### config.mk
export PLATFORM = sky130hd
export DESIGN_NAME = hidden_bias_relu
export DESIGN_NICKNAME = d
export VERILOG_FILES = /design/src/rtl/mnist_pkg.sv /design/src/rtl/relu_scale_sat.sv /design/src/rtl/hidden_bias_relu.sv
export SDC_FILE = /design/constraint.sdc
export NUM_CORES = 1
export LEC_CHECK = 0
export ABC_AREA = 1
export BUFFER_PORTS_ARGS = -buffer_cell sky130_fd_sc_hd__buf_4
export CORE_UTILIZATION = 45
export DETAILED_ROUTE_END_ITERATION = 12
export GPL_TIMING_DRIVEN = 0
export PLACE_DENSITY = 0.61
export SYNTH_ARGS = -nofsm -noshare
export SYNTH_HDL_FRONTEND = slang
export SYNTH_SLANG_ARGS = --single-unit
### constraint.sdc
create_clock -name clk -period 3.75 [get_ports clk]
set_clock_uncertainty 0.05 [all_clocks]
set_input_delay 0.75 -clock clk [delete_from_list [all_inputs] [get_ports clk]]
set_output_delay 0.75 -clock clk [all_outputs]
set_load 0.02 [all_outputs]
### src/rtl/mnist_pkg.sv
// Shared constants and types for the MNIST inference datapath.
// Widths here are used by both hidden and output layers.
package mnist_pkg;

  localparam int NWBITS     = 16;
  localparam int COUNT_BIT1 = 10;
  localparam int NHIDDEN    = 32;
  localparam int HBITS      = 5;
  localparam int FRAC_SHIFT = 8;
  localparam int NOUTBITS   = 16;

  localparam int WSBITS  = NWBITS + COUNT_BIT1;
  localparam int SUMBITS = WSBITS + 1;
  localparam int ACT_MAX = 2**(NOUTBITS-1) - 1;

  typedef logic signed [WSBITS-1:0]  wsum_t;
  typedef logic signed [SUMBITS-1:0] sum_t;
  typedef logic [NOUTBITS-1:0]       act_t;

  typedef enum logic {
    COLLECT,
    DONE
  } layer_state_t;

  typedef struct packed {
    logic             valid;
    logic [HBITS-1:0] idx;
    sum_t             sum;
  } bias_s1_t;

endpackage

### src/rtl/relu_scale_sat.sv
// Combinational ReLU, fixed-point rescale and saturation.
// Shared by both network layers.
module relu_scale_sat
  import mnist_pkg::*;
#(
  parameter int SW = SUMBITS
) (
  input  logic signed [SW-1:0] sum,
  output logic [NOUTBITS-1:0]  act
);

  localparam logic [SW-1:0] MAXV = SW'(ACT_MAX);

  logic [SW-1:0] relu;
  logic [SW-1:0] scaled;

  always_comb begin
    relu   = sum[SW-1] ? '0 : sum;
    scaled = relu >> FRAC_SHIFT;
    act    = (scaled > MAXV) ? NOUTBITS'(ACT_MAX)
                             : scaled[NOUTBITS-1:0];
  end

endmodule

### src/rtl/hidden_bias_relu.sv
// Hidden-layer bias add, activation and activation buffer.
// Two-cycle pipeline from add_bias to buffer write.
module hidden_bias_relu
  import mnist_pkg::*;
(
  input  logic                              clk,
  input  logic                              reset_b,
  input  logic                              add_bias,
  input  logic signed [NWBITS+COUNT_BIT1-1:0] weighted_sum,
  input  logic signed [NWBITS-1:0]          bias_in,
  output logic [HBITS-1:0]                  bias_addr,
  input  logic                              clear_layer,
  output logic                              next_neuron,
  output logic                              layer_done,
  output logic                              seq_err,
  input  logic [HBITS-1:0]                  hidden_rd_addr,
  output logic [NOUTBITS-1:0]               hidden_rd_data
);

  localparam logic [HBITS:0]   N_HID = (HBITS+1)'(NHIDDEN);
  localparam logic [HBITS-1:0] LAST  = HBITS'(NHIDDEN-1);

  layer_state_t   state_q;
  layer_state_t   state_d;
  logic [HBITS:0] accept_idx;
  logic           prev_acc;
  logic           accept;
  logic           wr_en;
  bias_s1_t       s1_q;
  act_t           act;
  act_t           buffer [NHIDDEN];

  relu_scale_sat u_rss (
    .sum (s1_q.sum),
    .act (act)
  );

  assign bias_addr  = accept_idx[HBITS-1:0];
  assign layer_done = (state_q == DONE);
  assign wr_en      = s1_q.valid && !clear_layer;

  // Back-to-back pulses would outrun the bias ROM read.
  assign accept = add_bias && !clear_layer
               && (state_q == COLLECT)
               && (accept_idx < N_HID)
               && !prev_acc;

  always_comb begin
    state_d = state_q;
    unique case (1'b1)
      clear_layer:
        state_d = COLLECT;
      wr_en && (s1_q.idx == LAST):
        state_d = DONE;
      default: ;
    endcase
  end

  always_ff @(posedge clk) begin
    if (!reset_b) state_q <= COLLECT;
    else          state_q <= state_d;
  end

  always_ff @(posedge clk) begin
    if (!reset_b) begin
      accept_idx     <= '0;
      prev_acc       <= 1'b0;
      s1_q           <= '0;
      next_neuron    <= 1'b0;
      seq_err        <= 1'b0;
      hidden_rd_data <= '0;
      for (int i = 0; i < NHIDDEN; i++)
        buffer[i] <= '0;
    end else begin
      prev_acc   <= accept;
      s1_q.valid <= accept;
      if (accept) begin
        s1_q.idx <= accept_idx[HBITS-1:0];
        s1_q.sum <= sum_t'(weighted_sum)
                  + sum_t'(bias_in);
      end

      if (clear_layer)
        accept_idx <= '0;
      else if (accept)
        accept_idx <= accept_idx + 1'b1;

      next_neuron <= wr_en && (s1_q.idx != LAST);

      if (clear_layer)
        seq_err <= 1'b0;
      else if (add_bias && !accept)
        seq_err <= 1'b1;

      if (wr_en)
        buffer[s1_q.idx] <= act;

      hidden_rd_data <=
        ({1'b0, hidden_rd_addr} < N_HID)
          ? buffer[hidden_rd_addr] : '0;
    end
  end

endmodule

==> metrics.sh, run 1 <==
DETAILEDPLACEMENTHPWL_UM=69300
FINAL_NET_COUNT=3006
PEAKVDDDROP_mV=0.349
GR-TOTAL-OVERFLOW=0
FINAL_LAYOUT_SIZE_SUFFIX_GT1_SHARE_PCT=7.15
ROUTEDWLPERCELL_UM=25.6
ANTENNA_VIOLATING_NETS_POST_ROUTE=0
POST_CTS_HOLD_BUFFER_COUNT=0
SYN_INST=2766
CTS_NUM_SINKS=562
HTREE_NUM_LEVELS=2
CRITPATHARRIVALTIME_PS=3760
FINAL_CYCLE_UTILIZATION_OF_THE_CRITICAL_PATH_PCT=95.0
NUMBER_OF_CELLS_AFTER_DETAILED_PLACEMENT=3634
RUN_STATUS='finished clean'
DIEHEIGHT_UM=243
CLOCK_PATH_BUFFERS=3
FP.COREAREA_MM2=0.0576
INITIAL_UTILIZATION_PCT=45.4
POST-SYNTH-TOP-AREA-CELL='edfxtp_1'
POST_DETAILED_ROUTE_VIA_TO_CELL_RATIO=5.76
SYNTH_TOP_CELLS_BY_COUNT='nor2_1, edfxtp_1, nand2_1'
START_KIND='input port'
SYNTHTOPCELLSBYAREA='edfxtp_1, nor2_1, nand2_1'
FINISH.UTILIZATION_PCT=51.5
P_LEAK_nW=11.6
TOTAL_SETUP_VIOLATIONS_REPORTED_AT_THE_END_OF_THE_FLOW=0
ROUTED_WL_UM=96000
SYNTHESIS.YOSYS.WARNINGS=0
WORST_SLEW_PIN_SLEW_PS=1270
NETLIST_AREA_MM2=0.0262
FIN_WORST_SETUP_SLACK_PS=186
POWER.TOTAL_W=0.0149
SYNTH_EDF_COUNT=512
NUM_VIAS=21589
WORST-SETUP-PATH-TYPE='input port to flip-flop'
MAX_CLOCK_FREQ_GHz=0.281
GP_ROUTABILITY_CONGESTION=0.969
SYNTH_TOP_FLOP_CELL='edfxtp_1'
GRT_ANTENNA_BEFORE_REPAIR=3
BOUNDARYPINS=75
SYN_AVG_CELL_AREA_UM2=9.46
CRITICAL_PATH_REQUIRED_PS=3950
SLEW_HEADROOM_PCT=15.3
WORST_SETUP_HOLD_PATH_CLK_SLEW_PS=60
LARGEST_NET_DEGREE_AT_THE_START_OF_GLOBAL_ROUTING=17
FINAL_MAX_SLEW_VIOL_COUNT=0
PORT-BUFFER-COUNT=72
CTS_MADE_BUFFERS=58
MAX_CAP_VIOL_COUNT=0
POWERDENSITY_mW_PER_MM2=503
CRITICAL_PATH_PEAK_FANOUT=16
SYNTH_ASYNC_SR_FLOP_SHARE_PCT=0
TRITONCTS_CLOCK_TREE='yes'
GRT_FIRST_PASS_WIRELENGTH_UM=136000
SYNTH.MOST_COMMON_CELL='nor2_1'
SEQUENTIAL_FRACTION_OF_THE_SYNTHESIS_AREA_PCT=62.6
DP_SLACK_PS=-403
YOSYS.CELL_TYPES.COUNT=33
FIN_CELLS=3745
DRT_PASS1_ITERATIONS=5
REPORT.FINAL.HOLD_VIOL_COUNT=0
PERIOD_NEEDED_PS=3560
CLOCK-ROOT-BUFFER='clkbuf_16'
CLOCK_INSERTION_DELAY_WORST_SKEW_PS=640
TIMING.HOLD.WORST.CLASS='input port to flip-flop'
SYNTH_LARGEST_TYPE_AREA_FRACTION_PCT=58.8
DRT_ITER0_DRC=2625
CTS_RESIZED=0
UNREPAIRED_SETUP_ENDPOINTS_AFTER_GLOBAL_ROUTING='false'
FLOORPLAN.DIE_AREA_MM2=0.0591
CRITICAL_PATH.ENDPOINT_TYPE='flip-flop'
DRT_DRC_VIOLATIONS_LEFT=0
GRTUSAGETOTAL_PCT=32.0
DIE_EXTENT_IN_X_UM=243
FIRST_GLOBAL_VIAS=20469
NUMBER_OF_FLIP_FLOPS_AND_LATCHES_IN_THE_SYNTHESIZED_NETLIST=562
AREA.GROWTH.SYNTH_TO_FINAL_PCT=13.4
POSTCTSSETUPBUFFERS=0
STD_CELL_ROWS=88
placed cells by master (no fill, tap or decap), types with 2 or more instances in the layout:
master	synthesis	routed
a21o_1	3	3
o21ai_0	223	223
o31ai_1	16	16
o21bai_1	7	7
dfxtp_1	50	50
clkbuf_16	0	59
edfxtp_1	512	512
inv_1	135	135
o21ai_1	15	15
buf_1	14	14
nor2_4	2	2
clkbuf_8	0	13
clkinv_8	0	2
buf_4	6	78
inv_2	2	2
nor2_1	837	837
clkinv_1	0	7
ha_1	26	26
nand4_1	7	7
bufinv_16	0	2
clkbuf_1	141	161
conb_1	1	32
xor2_1	6	6
o221ai_1	48	48
buf_2	43	43
and2_1	3	3
o21a_1	8	8
nand2_1	406	406
nand3_1	132	132
nor3_4	2	2
a21oi_1	57	57
clkinv_2	0	6
nor3_1	11	11
o211ai_1	48	48
cells by family (layout without fill, tap and decap cells):
| kind of cell | Yosys count | after routing | share of synthesized area [%] |
|---|---|---|---|
| other | 1 | 33 | 0.0143 |
| buffers and inverters | 341 | 523 | 5.18 |
| DFF | 562 | 562 | 62.6 |
| AOI/OAI and AO/OA | 426 | 426 | 9.63 |
| and+or+nand+nor | 1404 | 1404 | 21.1 |
| xor gates and xnor gates | 6 | 6 | 0.201 |
| adders and majority gates | 26 | 26 | 1.24 |
layer usage:
layer  global-route usage, %  wire [µm]  vias up
met1                    41.3      37100    10406
met3                    5.42       8960      278
met2                    51.0      43800     1247
met4                    18.6       6120        4
met5                       0         25        -
li1                        -          -     9654
cell type report:
type / count / area (µm²)
fill: 5356 / 27900
sequential: 562 / 16400
multi-input combinational: 1894 / 8550
clock buffer: 92 / 1730
tap: 765 / 957
buffer: 204 / 842
timing repair buffer: 72 / 541
inverter: 137 / 514
clock inverter: 18 / 158
antenna: 1 / 2.50
stage by stage:
step | TNS [ps] | instance area, µm² | hold slack, ps
floorplan | 0 | 26300 | 421
finish | 0 | 29700 | 335
detailed placement | -90420 | 27800 | 419
CTS | 0 | 29700 | 314
global placement | -87810 | 27800 | 417
global route | 0 | 29700 | 347
worst paths after layout:
check,start,cells past startpoint,end,slack [ps]
max,reset_b,10,buffer[11][0]$_SDFFCE_PN0P_,190
min reg2reg,seq_err$_SDFFE_PP0P_,2,seq_err$_SDFFE_PP0P_,430
max reg2reg,s1_q[31]$_SDFFE_PN0P_,5,buffer[21][9]$_SDFFCE_PN0P_,360
min,add_bias,3,seq_err$_SDFFE_PP0P_,340
power by group:
group | switching [W] | internal, W | leakage (nW) | total (W)
combinational | 0.00158 | 0.000401 | 5.02 | 0.00198
sequential | 0.0000762 | 0.00706 | 5.68 | 0.00714
clock | 0.00251 | 0.00329 | 0.925 | 0.00580
total | 0.00417 | 0.0108 | 11.6 | 0.0149
worst max-delay path, stage by stage:
cell and delay, ps:
buf_4 120, inv_2 80, nor2_4 160, inv_1 110, nor2_1 150, inv_1 180
nor2_2 790, nand2_1 460, buf_2 340, nand2_1 590
sequential cells by signal, indices dropped and copies added (netlist names):
name            count
layer_done          1
next_neuron         1
buffer            512
s1_q               25
accept_idx          6
hidden_rd_data     16
seq_err             1
Note: power is estimated with default switching activity, not from simulation.
==> run 2: changes to the inputs <==
CAP_MARGIN = 10   (was default)
clock period = 3.4 ns   (was 3.75 ns; I/O delays follow)
==> metrics.sh, run 2 (synthesis results as in run 1) <==
RUN_STATUS='finished clean'
SW_FRAC_OF_TOTAL_PCT=28.0  # about the same
FINAL_MAX_SLEW_VIOL_COUNT=0  # unchanged
CRITPATHARRIVALTIME_PS=3850  # +90 ps
HOLD_SLACK_PS=265  # -70.5 ps
POST_DETAILED_ROUTE_VIA_TO_CELL_RATIO=5.75  # -0.21%
WORST-SETUP-PATH-TYPE='input port to flip-flop'
PERIOD_NEEDED_PS=3380
WORST_SETUP_HOLD_PATH_CLK_SLEW_PS=60  # about the same
CLOCK-ROOT-BUFFER='clkbuf_16'
GRTUSAGETOTAL_PCT=32.0  # about the same
BOUNDARYPINS=75  # unchanged
FP.COREAREA_MM2=0.0576  # unchanged
LARGESTREGISTERS='buffer: 512 flops, s1_q: 25 flops, hidden_rd_data: 16 flops'
MOSTFREQUENTLAYOUTCELLS='nor2_1, edfxtp_1, nand2_1'
DPL_CELL_AREA_MM2=0.0278  # unchanged
REG2REG_FROM='s1_q[31]$_SDFFE_PN0P_'
PEAKVDDDROP_mV=0.381  # +9.2%
ANTENNA_VIOLATING_NETS_POST_ROUTE=0  # unchanged
TIMING.HOLD.WORST.START='add_bias'
ROUTED_WL_UM=96000  # about the same
CLOCK_INSERTION_DELAY_WORST_SKEW_PS=640  # about the same
CPMOSTUSEDCELL='nor2_1'
DIEHEIGHT_UM=243  # unchanged
CRITICAL_PATH_PEAK_FANOUT=10  # -6
TIMING.HOLD.WORST.CLASS='input port to flip-flop'
SEQCELLAREA_MM2=0.0164  # unchanged
ROUTEDWLPERCELL_UM=25.6  # about the same
PORT-BUFFER-COUNT=72  # unchanged
HTREE_NUM_LEVELS=2  # unchanged
WORST_REG_TO_REG_CELLS=5  # unchanged
REG2REG_TO='buffer[26][9]$_SDFFCE_PN0P_'
WORST_SLEW_PIN_SLEW_PS=1290  # +15.0 ps
DETAILEDPLACEMENTHPWL_UM=69300  # unchanged
FILL_CELLS=5354  # -0.037%
SLEW_HEADROOM_PCT=14.3  # -1.0 points
MAX_CLOCK_FREQ_GHz=0.296
CTS_NUM_SINKS=562  # unchanged
CP_CELL_SEQUENCE='buf_4, inv_1, clkbuf_1, clkdlybuf4s15_1, o21ai_0, o221ai_1, nand3_1, nand2_1, nor2_1, nor2_1'
AREA.GROWTH.SYNTH_TO_FINAL_PCT=13.5  # about the same
LARGEST_NET_DEGREE_AT_THE_START_OF_GLOBAL_ROUTING=17  # unchanged
START_KIND='input port'
FINAL_LAYOUT_SIZE_SUFFIX_GT1_SHARE_PCT=7.32  # +0.17 points
STD_CELL_ROWS=88  # unchanged
DRT_ITER0_DRC=2670  # +1.7%
FLOORPLAN.DIE_AREA_MM2=0.0591  # unchanged
FINAL_CYCLE_UTILIZATION_OF_THE_CRITICAL_PATH_PCT=99.3
FINAL_AREA_MM2=0.0297  # about the same
TRITONCTS_CLOCK_TREE='yes'
FIRST_GLOBAL_VIAS=20469  # unchanged
CRITICAL_PATH.ENDPOINT_TYPE='flip-flop'
P_SW_W=0.00460  # +10%
POWER_FRAC_SEQ_PCT=47.8  # about the same
MOST_COMMON_CELL_AFTER_LAYOUT_FILL_AND_TAPS_ASIDE='nor2_1'
CLOCK_PATH_BUFFERS=3  # unchanged
DRT_PASS1_ITERATIONS=6  # +1
SETUP.REG_TO_REG.WORST_SLACK_PS=30  # -330 ps
CRITICAL_PATH_REQUIRED_PS=3870  # -80 ps
MIN_DELAY_WORST_ENDPOINT='seq_err$_SDFFE_PP0P_'
GR-TOTAL-OVERFLOW=0  # unchanged
DIE_EXTENT_IN_X_UM=243  # unchanged
CTS_MADE_BUFFERS=58  # unchanged
SLOWEST_STAGE='clkdlybuf4s15_1'
FINAL_NET_COUNT=3006  # unchanged
HOLD_DEPTH=3  # unchanged
P_CLK_SHARE_PCT=38.9  # about the same
NUM_VIAS=21544  # -0.21%
REPORT.FINAL.HOLD_VIOL_COUNT=0  # unchanged
GRT_ANTENNA_BEFORE_REPAIR=3  # unchanged
DRT_DRC_VIOLATIONS_LEFT=0  # unchanged
INITIAL_UTILIZATION_PCT=45.4  # unchanged
MAX_CAP_VIOL_COUNT=0  # unchanged
POWERDENSITY_mW_PER_MM2=554  # +10%
MULTI_INPUT_AREA_MM2=0.00857  # +0.20%
GRT_FIRST_PASS_WIRELENGTH_UM=136000  # about the same
POWER_FRAC_COMB_PCT=13.3  # about the same
POWER.TOTAL_W=0.0165  # +10%
UNREPAIRED_SETUP_ENDPOINTS_AFTER_GLOBAL_ROUTING='false'
CELLINTERNALPOWER_W=0.0119  # +10%
GP_ROUTABILITY_CONGESTION=0.969  # unchanged
P_LEAK_nW=11.6  # about the same
LARGEST_REGISTER_FF_COUNT=512  # unchanged
TOTAL_SETUP_VIOLATIONS_REPORTED_AT_THE_END_OF_THE_FLOW=0  # unchanged
REGISTERS.TOP_BY_FF_COUNT='buffer'
CPPEAKSTAGEDELAY_PS=940  # +150 ps
[run 2: worst max path at each step]
stage                       from                            to
2_1_floorplan            reset_b   buffer[28][0]$_SDFFCE_PN0P_
3_3_place_gp             reset_b  buffer[10][12]$_SDFFCE_PN0P_
3_5_place_dp             reset_b  buffer[10][12]$_SDFFCE_PN0P_
4_1_cts                  reset_b   buffer[11][2]$_SDFFCE_PN0P_
5_1_grt                  reset_b   buffer[26][3]$_SDFFCE_PN0P_
6_report       hidden_rd_addr[0]  hidden_rd_data[2]$_SDFF_PN0_
[run 2: through the flow]
step           worst slack, ps  util, %  std cells  setup TNS (ps)
2_1_floorplan              727        -       2797               0
3_3_place_gp              -691     48.2       3634         -218660
3_5_place_dp              -683     48.2       3634         -220370
4_1_cts                   29.7     51.5       3744               0
5_1_grt                   8.78     51.6       3745               0
6_report                  23.1     51.6       3745               0
[run 2: cell type report]
cell class                 count  share of cell area, %
multi-input combinational   1894                   28.8
clock inverter                18                  0.531
inverter                     137                   1.73
antenna                        1                0.00843
tap                          765                   3.22
sequential                   562                   55.2
timing repair buffer          72                   1.82
clock buffer                  92                   5.83
buffer                       204                   2.86
[run 2: timing repair]
item	4_1_cts	5_1_grt
gates resized for setup	1	7
hold buffers	0	0
setup endpoints to repair	16	138
setup buffers	0	0
gates cloned	0	0
[run 2: worst max-delay path: cells and delay by family]
| kind | cells | cell delay (ps) |
|---|---|---|
| AND/OR/NAND/NOR | 4 | 720 |
| buffers and inverters | 4 | 1870 |
| AO/OA/AOI/OAI | 2 | 550 |
[run 2: routing by layer]
| metal | track usage [%] | vias up | part of all wire, % |
|---|---|---|---|
| met1 | 41.1 | 10419 | 39 |
| met5 | 0 | - | 0.012 |
| li1 | - | 9648 | - |
| met4 | 18.5 | 2 | 5.9 |
| met2 | 51.0 | 1222 | 46 |
| met3 | 5.55 | 253 | 9.4 |
[run 2: power by group through the flow]
stage	Combinational [W]	Sequential, W	Clock (W)
detailed placement	0.00212	0.00802	0
finish	0.00219	0.00787	0.00640
CTS	0.00213	0.00787	0.00637
floorplan	0.00110	0.00801	0
global placement	0.00210	0.00801	0
global route	0.00228	0.00789	0.00664
